$ cat src/rtl/branch_predictor_pkg.sv
// Shared constants for the fetch-side branch predictor: default table depth
// and the 2-bit bimodal counter encodings.
package branch_predictor_pkg;

    localparam int BTB_ENTRIES_DEF = 64;

    typedef enum logic [1:0] {
        STRONG_NT = 2'd0,
        WEAK_NT   = 2'd1,
        WEAK_T    = 2'd2,
        STRONG_T  = 2'd3
    } bht_state_e;

endpackage

$ cat src/rtl/branch_predictor_sat_counter2.sv
// Next-state function of a 2-bit saturating up/down counter, used to compute
// the BHT write value from the current entry and the resolved direction.
module branch_predictor_sat_counter2
    import branch_predictor_pkg::*;
(
    input  logic [1:0] cnt,
    input  logic       up,
    output logic [1:0] nxt
);

    always_comb begin
        nxt = cnt;
        if (up) begin
            if (cnt != 2'(STRONG_T)) nxt = cnt + 2'd1;
        end else begin
            if (cnt != 2'(STRONG_NT)) nxt = cnt - 2'd1;
        end
    end

endmodule

$ cat src/rtl/branch_predictor.sv
// Direct-mapped BTB plus untagged bimodal BHT. Predicts for fetch_pc
// combinationally, trains from execute results, and registers a redirect on mispredict.
module branch_predictor
    import branch_predictor_pkg::*;
#(
    parameter int ADDR_WIDTH  = 32,
    parameter int BTB_ENTRIES = BTB_ENTRIES_DEF,
    parameter int CNT_WIDTH   = 16
) (
    input  logic                  clk,
    input  logic                  rst,
    input  logic [ADDR_WIDTH-1:0] fetch_pc,
    output logic                  pred_taken,
    output logic [ADDR_WIDTH-1:0] pred_target,
    input  logic                  upd_valid,
    input  logic [ADDR_WIDTH-1:0] upd_pc,
    input  logic                  upd_is_cond,
    input  logic                  upd_taken,
    input  logic [ADDR_WIDTH-1:0] upd_target,
    input  logic                  upd_pred_taken,
    input  logic [ADDR_WIDTH-1:0] upd_pred_target,
    output logic                  redirect_valid,
    output logic [ADDR_WIDTH-1:0] redirect_pc,
    output logic [CNT_WIDTH-1:0]  mispredict_count
);

    localparam int IDX   = $clog2(BTB_ENTRIES);
    localparam int TAG_W = ADDR_WIDTH - IDX - 2;

    typedef struct packed {
        logic                  valid;
        logic [TAG_W-1:0]      tag;
        logic [ADDR_WIDTH-1:0] target;
        logic                  is_cond;
    } btb_entry_t;

    btb_entry_t btb [BTB_ENTRIES];
    logic [1:0] bht [BTB_ENTRIES];

    logic [IDX-1:0]   f_idx;
    logic [TAG_W-1:0] f_tag;
    logic [IDX-1:0]   u_idx;
    logic [TAG_W-1:0] u_tag;
    btb_entry_t       f_ent;
    logic             f_hit;
    logic             mispredict;
    logic [1:0]       bht_nxt;

    assign f_idx = fetch_pc[IDX+1:2];
    assign f_tag = fetch_pc[ADDR_WIDTH-1:IDX+2];
    assign u_idx = upd_pc[IDX+1:2];
    assign u_tag = upd_pc[ADDR_WIDTH-1:IDX+2];

    // Reads see the tables as they stood before this cycle's training write.
    assign f_ent       = btb[f_idx];
    assign f_hit       = f_ent.valid && (f_ent.tag == f_tag);
    assign pred_taken  = f_hit && (!f_ent.is_cond || bht[f_idx][1]);
    assign pred_target = pred_taken ? f_ent.target : fetch_pc + ADDR_WIDTH'(4);

    // upd_valid qualifies every upd_* field for exactly one cycle; there is no
    // back-pressure, so each valid cycle is consumed on the following edge.
    assign mispredict = upd_valid &&
                        ((upd_taken != upd_pred_taken) ||
                         (upd_taken && (upd_target != upd_pred_target)));

    branch_predictor_sat_counter2 u_sat (
        .cnt (bht[u_idx]),
        .up  (upd_taken),
        .nxt (bht_nxt)
    );

    // Only the valid bits are cleared; tag/target are don't-care while invalid.
    always_ff @(posedge clk) begin
        if (rst) begin
            for (int i = 0; i < BTB_ENTRIES; i++) btb[i].valid <= 1'b0;
        end else if (upd_valid && upd_taken) begin
            btb[u_idx] <= '{valid: 1'b1, tag: u_tag, target: upd_target, is_cond: upd_is_cond};
        end
    end

    always_ff @(posedge clk) begin
        if (rst) begin
            for (int i = 0; i < BTB_ENTRIES; i++) bht[i] <= WEAK_NT;
        end else if (upd_valid && upd_is_cond) begin
            bht[u_idx] <= bht_nxt;
        end
    end

    always_ff @(posedge clk) begin
        if (rst) begin
            redirect_valid   <= 1'b0;
            redirect_pc      <= '0;
            mispredict_count <= '0;
        end else begin
            redirect_valid <= mispredict;
            if (mispredict) begin
                redirect_pc <= upd_taken ? upd_target : upd_pc + ADDR_WIDTH'(4);
                if (mispredict_count != '1) mispredict_count <= mispredict_count + CNT_WIDTH'(1);
            end
        end
    end

endmodule

$ cat config.mk
export PLATFORM = sky130hd
export DESIGN_NAME = branch_predictor
export DESIGN_NICKNAME = d
export VERILOG_FILES = /design/src/rtl/branch_predictor_pkg.sv /design/src/rtl/branch_predictor_sat_counter2.sv /design/src/rtl/branch_predictor.sv
export SDC_FILE = /design/constraint.sdc
export NUM_CORES = 2
export LEC_CHECK = 0
export CAP_MARGIN = 20
export CORE_MARGIN = 2
export CORE_UTILIZATION = 40
export DETAILED_ROUTE_END_ITERATION = 8
export PLACE_DENSITY = 0.64
export SLEW_MARGIN = 25
export SYNTH_ARGS = -nofsm -noshare
export SYNTH_HDL_FRONTEND = slang
export SYNTH_HIERARCHICAL = 1
export SYNTH_SLANG_ARGS = --single-unit
export TNS_END_PERCENT = 10
$ cat constraint.sdc
create_clock -name clk -period 5.9 [get_ports clk]
set_clock_uncertainty 0.05 [all_clocks]
set_input_delay 1.18 -clock clk [delete_from_list [all_inputs] [get_ports clk]]
set_output_delay 1.18 -clock clk [all_outputs]
set_load 0.02 [all_outputs]
==> results_dict.tcl <==
set metrics [dict create \
    status "finished with violations" \
    violations "negative setup slack" \
    wl_met1_mm 186 \
    wl_mm 524 \
    place_hpwl_mm 328 \
    mostFrequentLayoutCell "edfxtp_1" \
    power.density_nw_per_um2 325 \
    worst_pin_slew_ns 1.30 \
    grt_overflow 0 \
    postRouteAntennaNets 0 \
    core_area_um2 379000 \
    io_buffer_count 215 \
    ys_ff_latch 3889 \
    fin_ws_ns -0.487 \
    rsz0062_at_grt "true" \
    clockBufferDepth 4 \
    ir_drop_uv 246 \
    cp-end-kind "output port" \
    cts_max_level 5 \
    clkTransAtPathRegs_ns 0.06 \
    synth_ff_type "edfxtp_1" \
    timing.final.crit_share_pct 108 \
    cts_tree "yes" \
    final-instance-count-excl-fill 13600 \
    path_max_fanout 14 \
    synth_async_sr_flop_share_pct 0 \
    hold_class "register to register" \
    min_period_ns 6.39 \
    initial_core_util_pct 40.2 \
    crit_path_cell_trace "buf_6 -> buf_4 -> buf_4 -> nor2_4 -> buf_12 -> a221oi_1 -> o21ai_0 -> o21ai_0 -> o21ai_0 -> xnor2_1 -> nand4b_1 -> or4_4 -> buf_12 -> buf_6 -> mux2_4 -> buf_4" \
    clk-insertion-delay-late_ns 0.96 \
    cap_viol_max_count 0 \
    start_kind "input pin" \
    critical-path-slowest-cell "or4_4" \
    wl_met3_mm 65.2 \
    maxSlewHeadroom_pct 12.5 \
    arrival_ns 5.16 \
    path_class "input pin to output port" \
    synth-edff-count 3776 \
    synthCells 7158 \
    top_layer "met5" \
    grt_antenna_before_repair 42 \
    required_ns 4.67 \
    clock.fmax_mhz 157 \
    met2WireLength_mm 240 \
    grt_pass1_vias 82000 \
    num_vias 84900 \
    most-common-layout-cells "edfxtp_1, mux4_2, buf_4" \
    place.gp.congestion 0.953 \
    syn_nets 7295 \
    num_rows 226 \
    wire_per_inst_um 38.6 \
    io_pins 216 \
    vias_per_cell 6.26 \
    drv_slew 0 \
    drc 0 \
    die_x_um 621 \
    drt_iter0_drc 15200 \
    die-area_um2 386000 \
    synth_warnings 6 \
    cts_root_buf "clkbuf_16" \
    firstDrtPassIters 6 \
    slowest_delay_ns 0.57 \
    synth.cell_area_um2 152000 \
    dieHeight_um 621 \
    tns_ns -14.13 \
    hold_viol 0 \
    final_nets 8350 \
    leakage_nw 58.1 \
    cts_buffers 387 \
    synth.avg_cell_area_um2 21.3 \
    synth_cell_types 78 \
    setup_viol 33 \
    grt_max_degree 99 \
    grt_usage_pct 26.9 \
    grt_pass1_wl_mm 703 \
    drive_above_1_share_pct 32.1 \
    syn_to_final_growth_pct 19.4 \
    clkSinkCount 3889 \
    placedCellCount 12800 \
    yosysSeqAreaShare_pct 76.0 \
]
==> area by class of cell <==
cell class              instances  area (µm²)
diodes                         17        42.5
clock buffers                 484       10400
clock inverters               223        2290
fillers                     30500      197000
inverters                     102         395
multi-input cells            2740       34900
flip-flops and latches       3889      116000
well taps                    5016        6280
repair buffers               1093       11800
==> cells by family after synthesis <==
group | Yosys count | share of synthesized area [%]
flops | 3889 | 76.0
mux | 1208 | 16.5
simple gates | 853 | 2.59
compound gates | 553 | 2.56
buf+inv | 529 | 1.63
xor+xnor | 121 | 0.696
fa+ha+maj | 5 | 0.0394
==> synth_stat cells, types with 64 or more instances <==
cell type | instances | area, µm²
a22oi_1 | 103 | 773
buf_2 | 106 | 531
clkbuf_1 | 230 | 863
dfxtp_1 | 113 | 2260
edfxtp_1 | 3776 | 113000
inv_1 | 100 | 375
mux2i_1 | 127 | 1270
mux4_2 | 1032 | 23200
nand2_1 | 298 | 1120
nand3_1 | 87 | 435
nor2_1 | 245 | 920
o21ai_0 | 64 | 320
o22ai_1 | 86 | 538
xor2_1 | 64 | 561
==> where the power goes <==
part / switching [mW] / internal [mW] / total [mW] / leakage (nW)
clock: 10.6 / 14.4 / 25.0 / 6.19
combinational: 2.23 / 1.45 / 3.68 / 17.0
sequential: 0.0458 / 30.4 / 30.4 / 34.8
==> critical path, delay by kind of cell <==
family                 cells  cell delay (ns)
AND/OR/NAND/NOR            3             1.17
multiplexers               1             0.30
AO/OA/AOI/OAI              4             0.87
XOR/XNOR                   1             0.22
buffers and inverters      7             1.33
==> flip-flops by register name, indices dropped and copies added, names as in the netlist <==
name / cells
mispredict_count: 16
redirect_valid: 1
bht: 128
redirect_pc: 32
btb: 3712
==> routing by layer <==
layer	GRT usage (%)	vias up
met1	35.8	45300
li1	-	32100
met2	41.3	6395
met5	0	-
met3	6.18	1125
met4	14.2	10
==> repair_timing <==
action | CTS | global route
hold buffers | 0 | 0
cloned | 4 | 0
gates resized for setup | 67 | 53
pin swaps | 4 | 1
endpoints found under the setup margin | 33 | 33
buffers inserted | 4 | 0
==> path summary, 6_finish.rpt <==
path                from               to  slack (ns)  cells past startpoint
min          btb[35][57]      btb[35][57]        0.41                      2
min reg2reg  btb[35][57]      btb[35][57]        0.41                      2
max reg2reg   bht[49][1]        bht[8][1]        2.85                      8
max          fetch_pc[5]  pred_target[13]       -0.49                     16
==> stage by stage <==
| step | setup WS (ns) | power (mW) | cell area (µm²) | hold WS [ns] | util (%) |
|---|---|---|---|---|---|
| after floorplan | -0.0361 | 32.7 | 152000 | 0.386 | - |
| after global placement | -1.40 | 34.5 | 168000 | 0.394 | 44.5 |
| after detailed placement | -1.35 | 34.6 | 168000 | 0.401 | 44.5 |
| after CTS | -0.422 | 59.1 | 182000 | 0.410 | 47.9 |
| after global routing | -0.457 | 60.3 | 182000 | 0.430 | 48.0 |
| final | -0.487 | 59.1 | 182000 | 0.411 | 48.0 |
Note: power is estimated with default switching activity, not from simulation.
